[src/rtl/uart_cmd_pkg.sv]
// Shared types and constants for the UART command frame sequencer.
package uart_cmd_pkg;

    localparam logic [7:0] SYNC_BYTE = 8'h55;
    localparam logic [7:0] CMD_WR    = 8'h01;
    localparam logic [7:0] CMD_RD    = 8'h02;

    localparam int unsigned FRAME_LEN = 5;

    // One state per frame byte awaited, plus ISSUE while the command is pending.
    typedef enum logic [$clog2(FRAME_LEN + 1)-1:0] {
        ST_IDLE,
        ST_CMD,
        ST_ADDR,
        ST_DATA,
        ST_CHK,
        ST_ISSUE
    } state_e;

    typedef struct packed {
        logic [7:0] op;
        logic [7:0] addr;
        logic [7:0] data;
    } cmd_t;

    function automatic logic [7:0] frame_sum(input cmd_t c);
        return 8'(c.op + c.addr + c.data);
    endfunction

    function automatic logic op_known(input logic [7:0] op);
        return (op == CMD_WR) || (op == CMD_RD);
    endfunction

endpackage

[src/rtl/uart_byte_strobe.sv]
// Turns the receiver's held-high done flag into a single-cycle strobe with its byte.
module uart_byte_strobe (
    input  logic       sys_clk,
    input  logic       sys_rst_n,
    input  logic       rx_rec,
    input  logic [7:0] rx_data,
    output logic       rx_stb_c,
    output logic [7:0] rx_byte_c
);

    logic rec_q;
    logic rec_d;

    always_comb rec_d = rx_rec;

    always_ff @(posedge sys_clk or negedge sys_rst_n) begin
        if (!sys_rst_n) begin
            rec_q <= 1'b0;
        end else begin
            rec_q <= rec_d;
        end
    end

    assign rx_stb_c  = rx_rec & ~rec_q;
    // Byte is only meaningful while the flag is high; present zero otherwise.
    assign rx_byte_c = rx_rec ? rx_data : 8'h00;

endmodule

[src/rtl/uart_cmd_ctrl.sv]
// Parses SYNC/CMD/ADDR/DATA/CHK frames and issues one register command per valid frame.
module uart_cmd_ctrl
    import uart_cmd_pkg::*;
#(
    parameter int unsigned TIMEOUT_CYC = 5000
) (
    input  logic       sys_clk,
    input  logic       sys_rst_n,
    input  logic       rx_rec,
    input  logic [7:0] rx_data,
    output logic       cmd_valid,
    input  logic       cmd_ready,
    output logic [7:0] cmd_op,
    output logic [7:0] cmd_addr,
    output logic [7:0] cmd_data,
    output logic       busy,
    output logic       err_chk,
    output logic       err_cmd,
    output logic       err_tmo,
    output logic       err_ovf
);

    localparam int unsigned     TMO_W    = $clog2(TIMEOUT_CYC);
    localparam logic [TMO_W-1:0] TMO_LAST = TMO_W'(TIMEOUT_CYC - 1);

    logic       rx_stb;
    logic [7:0] rx_byte;

    uart_byte_strobe u_strobe (
        .sys_clk   (sys_clk),
        .sys_rst_n (sys_rst_n),
        .rx_rec    (rx_rec),
        .rx_data   (rx_data),
        .rx_stb_c  (rx_stb),
        .rx_byte_c (rx_byte)
    );

    state_e           state_q, state_d;
    logic [TMO_W-1:0] tmo_q, tmo_d;
    cmd_t             cmd_q, cmd_d;
    logic             cmd_valid_q, cmd_valid_d;
    logic             busy_q, busy_d;
    logic             err_chk_q, err_chk_d;
    logic             err_cmd_q, err_cmd_d;
    logic             err_tmo_q, err_tmo_d;
    logic             err_ovf_q, err_ovf_d;

    always_ff @(posedge sys_clk or negedge sys_rst_n) begin
        if (!sys_rst_n) begin
            state_q     <= ST_IDLE;
            tmo_q       <= '0;
            cmd_q       <= '0;
            cmd_valid_q <= 1'b0;
            busy_q      <= 1'b0;
            err_chk_q   <= 1'b0;
            err_cmd_q   <= 1'b0;
            err_tmo_q   <= 1'b0;
            err_ovf_q   <= 1'b0;
        end else begin
            state_q     <= state_d;
            tmo_q       <= tmo_d;
            cmd_q       <= cmd_d;
            cmd_valid_q <= cmd_valid_d;
            busy_q      <= busy_d;
            err_chk_q   <= err_chk_d;
            err_cmd_q   <= err_cmd_d;
            err_tmo_q   <= err_tmo_d;
            err_ovf_q   <= err_ovf_d;
        end
    end

    always_comb begin
        state_d     = state_q;
        tmo_d       = tmo_q;
        cmd_d       = cmd_q;
        cmd_valid_d = cmd_valid_q;
        err_chk_d   = 1'b0;
        err_cmd_d   = 1'b0;
        err_tmo_d   = 1'b0;
        err_ovf_d   = 1'b0;

        case (state_q)
            ST_IDLE: begin
                tmo_d = '0;
                if (rx_stb && (rx_byte == SYNC_BYTE)) begin
                    state_d = ST_CMD;
                end
            end

            ST_CMD, ST_ADDR, ST_DATA, ST_CHK: begin
                // A strobe in the same cycle as the limit keeps the frame alive.
                if (rx_stb) begin
                    tmo_d = '0;
                    case (state_q)
                        ST_CMD: begin
                            cmd_d.op = rx_byte;
                            state_d  = ST_ADDR;
                        end
                        ST_ADDR: begin
                            cmd_d.addr = rx_byte;
                            state_d    = ST_DATA;
                        end
                        ST_DATA: begin
                            cmd_d.data = rx_byte;
                            state_d    = ST_CHK;
                        end
                        default: begin
                            if (rx_byte != frame_sum(cmd_q)) begin
                                err_chk_d = 1'b1;
                                state_d   = ST_IDLE;
                            end else if (!op_known(cmd_q.op)) begin
                                err_cmd_d = 1'b1;
                                state_d   = ST_IDLE;
                            end else begin
                                cmd_valid_d = 1'b1;
                                state_d     = ST_ISSUE;
                            end
                        end
                    endcase
                end else if (tmo_q == TMO_LAST) begin
                    err_tmo_d = 1'b1;
                    tmo_d     = '0;
                    state_d   = ST_IDLE;
                end else begin
                    tmo_d = tmo_q + TMO_W'(1);
                end
            end

            ST_ISSUE: begin
                tmo_d = '0;
                // Bytes arriving while a command waits are dropped, SYNC included.
                if (rx_stb) begin
                    err_ovf_d = 1'b1;
                end
                if (cmd_valid_q && cmd_ready) begin
                    cmd_valid_d = 1'b0;
                    state_d     = ST_IDLE;
                end
            end

            default: begin
                state_d     = ST_IDLE;
                tmo_d       = '0;
                cmd_valid_d = 1'b0;
            end
        endcase

        busy_d = (state_d != ST_IDLE);
    end

    assign cmd_valid = cmd_valid_q;
    assign cmd_op    = cmd_q.op;
    assign cmd_addr  = cmd_q.addr;
    assign cmd_data  = cmd_q.data;
    assign busy      = busy_q;
    assign err_chk   = err_chk_q;
    assign err_cmd   = err_cmd_q;
    assign err_tmo   = err_tmo_q;
    assign err_ovf   = err_ovf_q;

endmodule
[config.mk]
export PLATFORM = sky130hd
export DESIGN_NAME = uart_cmd_ctrl
export DESIGN_NICKNAME = d
export VERILOG_FILES = /design/src/rtl/uart_cmd_pkg.sv /design/src/rtl/uart_byte_strobe.sv /design/src/rtl/uart_cmd_ctrl.sv
export SDC_FILE = /design/constraint.sdc
export NUM_CORES = 1
export LEC_CHECK = 0
export ABC_AREA = 1
export CAP_MARGIN = 20
export CORE_ASPECT_RATIO = 0.6
export CORE_MARGIN = 10
export CORE_UTILIZATION = 54
export CTS_CLUSTER_DIAMETER = 50
export DETAILED_ROUTE_END_ITERATION = 7
export PLACE_DENSITY = 0.8
export SLEW_MARGIN = 20
export SYNTH_ARGS = -nofsm -noshare
export SYNTH_HDL_FRONTEND = slang
export SYNTH_SLANG_ARGS = --single-unit
[constraint.sdc]
create_clock -name sys_clk -period 3.15 [get_ports sys_clk]
set_clock_uncertainty 0.2 [all_clocks]
set_input_delay 0.945 -clock sys_clk [delete_from_list [all_inputs] [get_ports sys_clk]]
set_output_delay 0.945 -clock sys_clk [all_outputs]
set_load 0.02 [all_outputs]
==> metrics <==
Async S/R FF share, synth=100%; top post-synthesis cells by area=dfrtp_1 (43%), nand2_1 (11%), fa_1 (5.8%), o21ai_1 (4.6%), inv_1 (4.1%); Max Transition Viols Final=0; Worst Tran Pin Value=0.450 ns; first-pass GRT wire length=11400 um; yosys synthesis warning count=0; number of global-route vias before repair=2209; Hold Path Class=flop to flop; area leader, netlist=dfrtp_1; CTS tree=built; Distinct cells, synth=39; GP Congestion=0.891; Die W=112 um; placed wire-length estimate=5450 um; H-tree Lvls=2; Worst EP arrival=3.09 ns; multi-input logic area=1400 um^2; Syn Std Cell Area=2740 um^2; vias per cell=5.32; FF/Latch Area=1180 um^2; PwrDens=339 nW/um^2; Seq pwr share=55.0%; io pins=42; Leak=1.60 nW; initial DRC count=168; Crit Path Class=flop to flop; combinational share of power=13.2%; syn_nets=345; Switching Power=0.000305 W; Reg clk slew, reported paths=0.09 ns; Startpoint Class=flop; # diodes=0; Layout area overhead=21.9%; Layout Nets=395; total grt overflow=0; Synth top cells by count=nand2_1 (80), dfrtp_1 (47), inv_1 (30); Worst Setup End Kind=flop; Final Cycle Share=96.5%; FILL cells=389; max cap viols=0; register area share after synthesis=42.9%; dpl cells=424; top_reg_cell synth=dfrtp_1; die height=75.2 um; Post-route DRC=0; GRT Util Overall=16.8%; Synth top area share=42.9%; Yosys reg bits=47; Clock Path Buffers=2; P_int=0.000829 W; Max-Slew Margin vs Limit=70.0%; Post-synth EDFFs=0; worst-path fanout max=5; Hold Vio Cnt, Final=0; WL per Instance=16.0 um; fraction of layout cells with a size suffix above 1=14.4%; cts bufs inserted=5; cell row count=19; Starting Density=58.0%; Total Wirelength=6910 um; final instance count without filler cells=432; largest net degree at the start of global routing=21; Max Clock Freq=0.329 GHz; First-pass DRT Iterations=5; detailed-route via count=2300; sw frac=26.9%; clk sinks=47; Root Driver=clkbuf_8; WP data required=3.20 ns; most frequent cell after synthesis=nand2_1; core area=4730 um^2; setup tns final=0 ns; Mapped Avg Cell Area=8.62 um^2; outcome=finished, final reports clean; final worst path period need=3.04 ns; clock latency at the later pin of the worst-skew pair=0.31 ns; initial antenna violation count=0; count of port buffers added during placement=41; final setup fails=0; clock power share=31.8%; die footprint=8420 um^2; antenna viol nets, final=0; Syn Inst Count=318; Max rail drop VDD=0.211 mV
cell usage in the layout, fill, tap and decap left out, types with 6 or more instances in the layout:
| cell | Yosys | final |
|---|---|---|
| a21oi_1 | 6 | 6 |
| buf_4 | 0 | 7 |
| clkdlybuf4s50_1 | 0 | 40 |
| dfrtp_1 | 47 | 46 |
| fa_1 | 8 | 8 |
| ha_1 | 7 | 6 |
| inv_1 | 30 | 30 |
| inv_2 | 7 | 7 |
| nand2_1 | 80 | 80 |
| nand2_2 | 7 | 7 |
| nand3_1 | 16 | 16 |
| nor2_1 | 26 | 24 |
| nor3_1 | 8 | 8 |
| o21ai_1 | 25 | 25 |
what timing repair did:
item | in CTS | in global routing
endpoints found under the setup margin | 0 | 5
buffers inserted | 0 | 0
gates resized for setup | 0 | 4
hold buffers | 0 | 0
kinds of logic after synthesis:
group / after synthesis / share of synthesized area (%)
buf+inv: 44 / 6.52
simple gates: 161 / 29.9
fa+ha+maj: 15 / 9.03
flops: 47 / 42.9
compound gates: 45 / 9.49
xor+xnor: 6 / 2.19
layout make-up:
cell class                      count  share of cell area (%)
Tap cell                           63                    2.36
Clock buffer                        6                    2.17
Inverter                           39                    4.42
Multi-Input combinational cell    227                    41.7
Sequential cell                    47                    35.2
Timing Repair Buffer               48                    13.7
Clock inverter                      2                   0.374
registers in the layout, summed over array words and instances (netlist names):
register and cells:
err_tmo 1, cmd_op 8, cmd_data 8, state_q 3, cmd_addr 8, cmd_valid 1
err_cmd 1, busy 1, err_chk 1, err_ovf 1, tmo_q 13, u_strobe.rec_q 1
metrics by stage:
stage | hold slack, ns | power, W | cell area (um^2) | setup slack, ns | utilization, %
after global routing | 0.290 | 0.00118 | 3340 | -0.0459 | 70.6
final | 0.256 | 0.00113 | 3340 | 0.112 | 70.6
after CTS | 0.253 | 0.00114 | 3330 | 0.0676 | 70.5
after floorplan | 0.225 | 0.000714 | 2740 | 0.347 | -
after global placement | 0.243 | 0.000779 | 3250 | 0.111 | 68.7
after detailed placement | 0.242 | 0.000782 | 3250 | 0.0658 | 68.7
worst max-delay path, stage by stage (launching register included):
cell	delay, ns
dfrtp_2	0.46
fa_1	0.57
ha_2	0.22
fa_1	0.46
inv_1	0.09
nand2_1	0.06
nand2_1	0.07
nand3_1	0.10
nor2_2	0.13
nand3_2	0.10
nor2_4	0.11
nand3_2	0.09
nand2_2	0.08
nand2_1	0.05
nand2_1	0.08
nor2_1	0.05
nand2_1	0.06
worst paths after layout:
path / slack [ns] / end / start / depth (start not counted)
worst max-delay path: 0.11 / busy$_DFF_PN0_ / cmd_op[1]$_DFFE_PN0P_ / 16
worst min-delay path: 0.26 / tmo_q[0]$_DFF_PN0_ / tmo_q[0]$_DFF_PN0_ / 1
worst max register to register: 0.11 / busy$_DFF_PN0_ / cmd_op[1]$_DFFE_PN0P_ / 16
worst min register to register: 0.26 / tmo_q[0]$_DFF_PN0_ / tmo_q[0]$_DFF_PN0_ / 1
max in group asynchronous: 1.80 / cmd_op[7]$_DFFE_PN0P_ / sys_rst_n / 2
min in group asynchronous: 0.37 / cmd_op[0]$_DFFE_PN0P_ / sys_rst_n / 1
layer usage:
| layer | vias to the layer above | share of wire [%] | track usage [%] |
|---|---|---|---|
| li1 | 1131 | - | - |
| met1 | 1076 | 49 | 23.2 |
| met2 | 86 | 42 | 25.4 |
| met3 | 7 | 7.5 | 4.84 |
| met4 | 0 | 1.0 | 4.90 |
| met5 | - | 0 | 0 |
power by group through the flow:
stage / clock network (W) / logic (W) / registers, W
2_1_floorplan: 0 / 0.0000688 / 0.000645
3_3_place_gp: 0 / 0.000143 / 0.000636
3_5_place_dp: 0 / 0.000146 / 0.000636
4_1_cts: 0.000364 / 0.000148 / 0.000624
5_1_grt: 0.000388 / 0.000164 / 0.000626
6_report: 0.000360 / 0.000149 / 0.000624
Power figures use the tool's default switching activity.
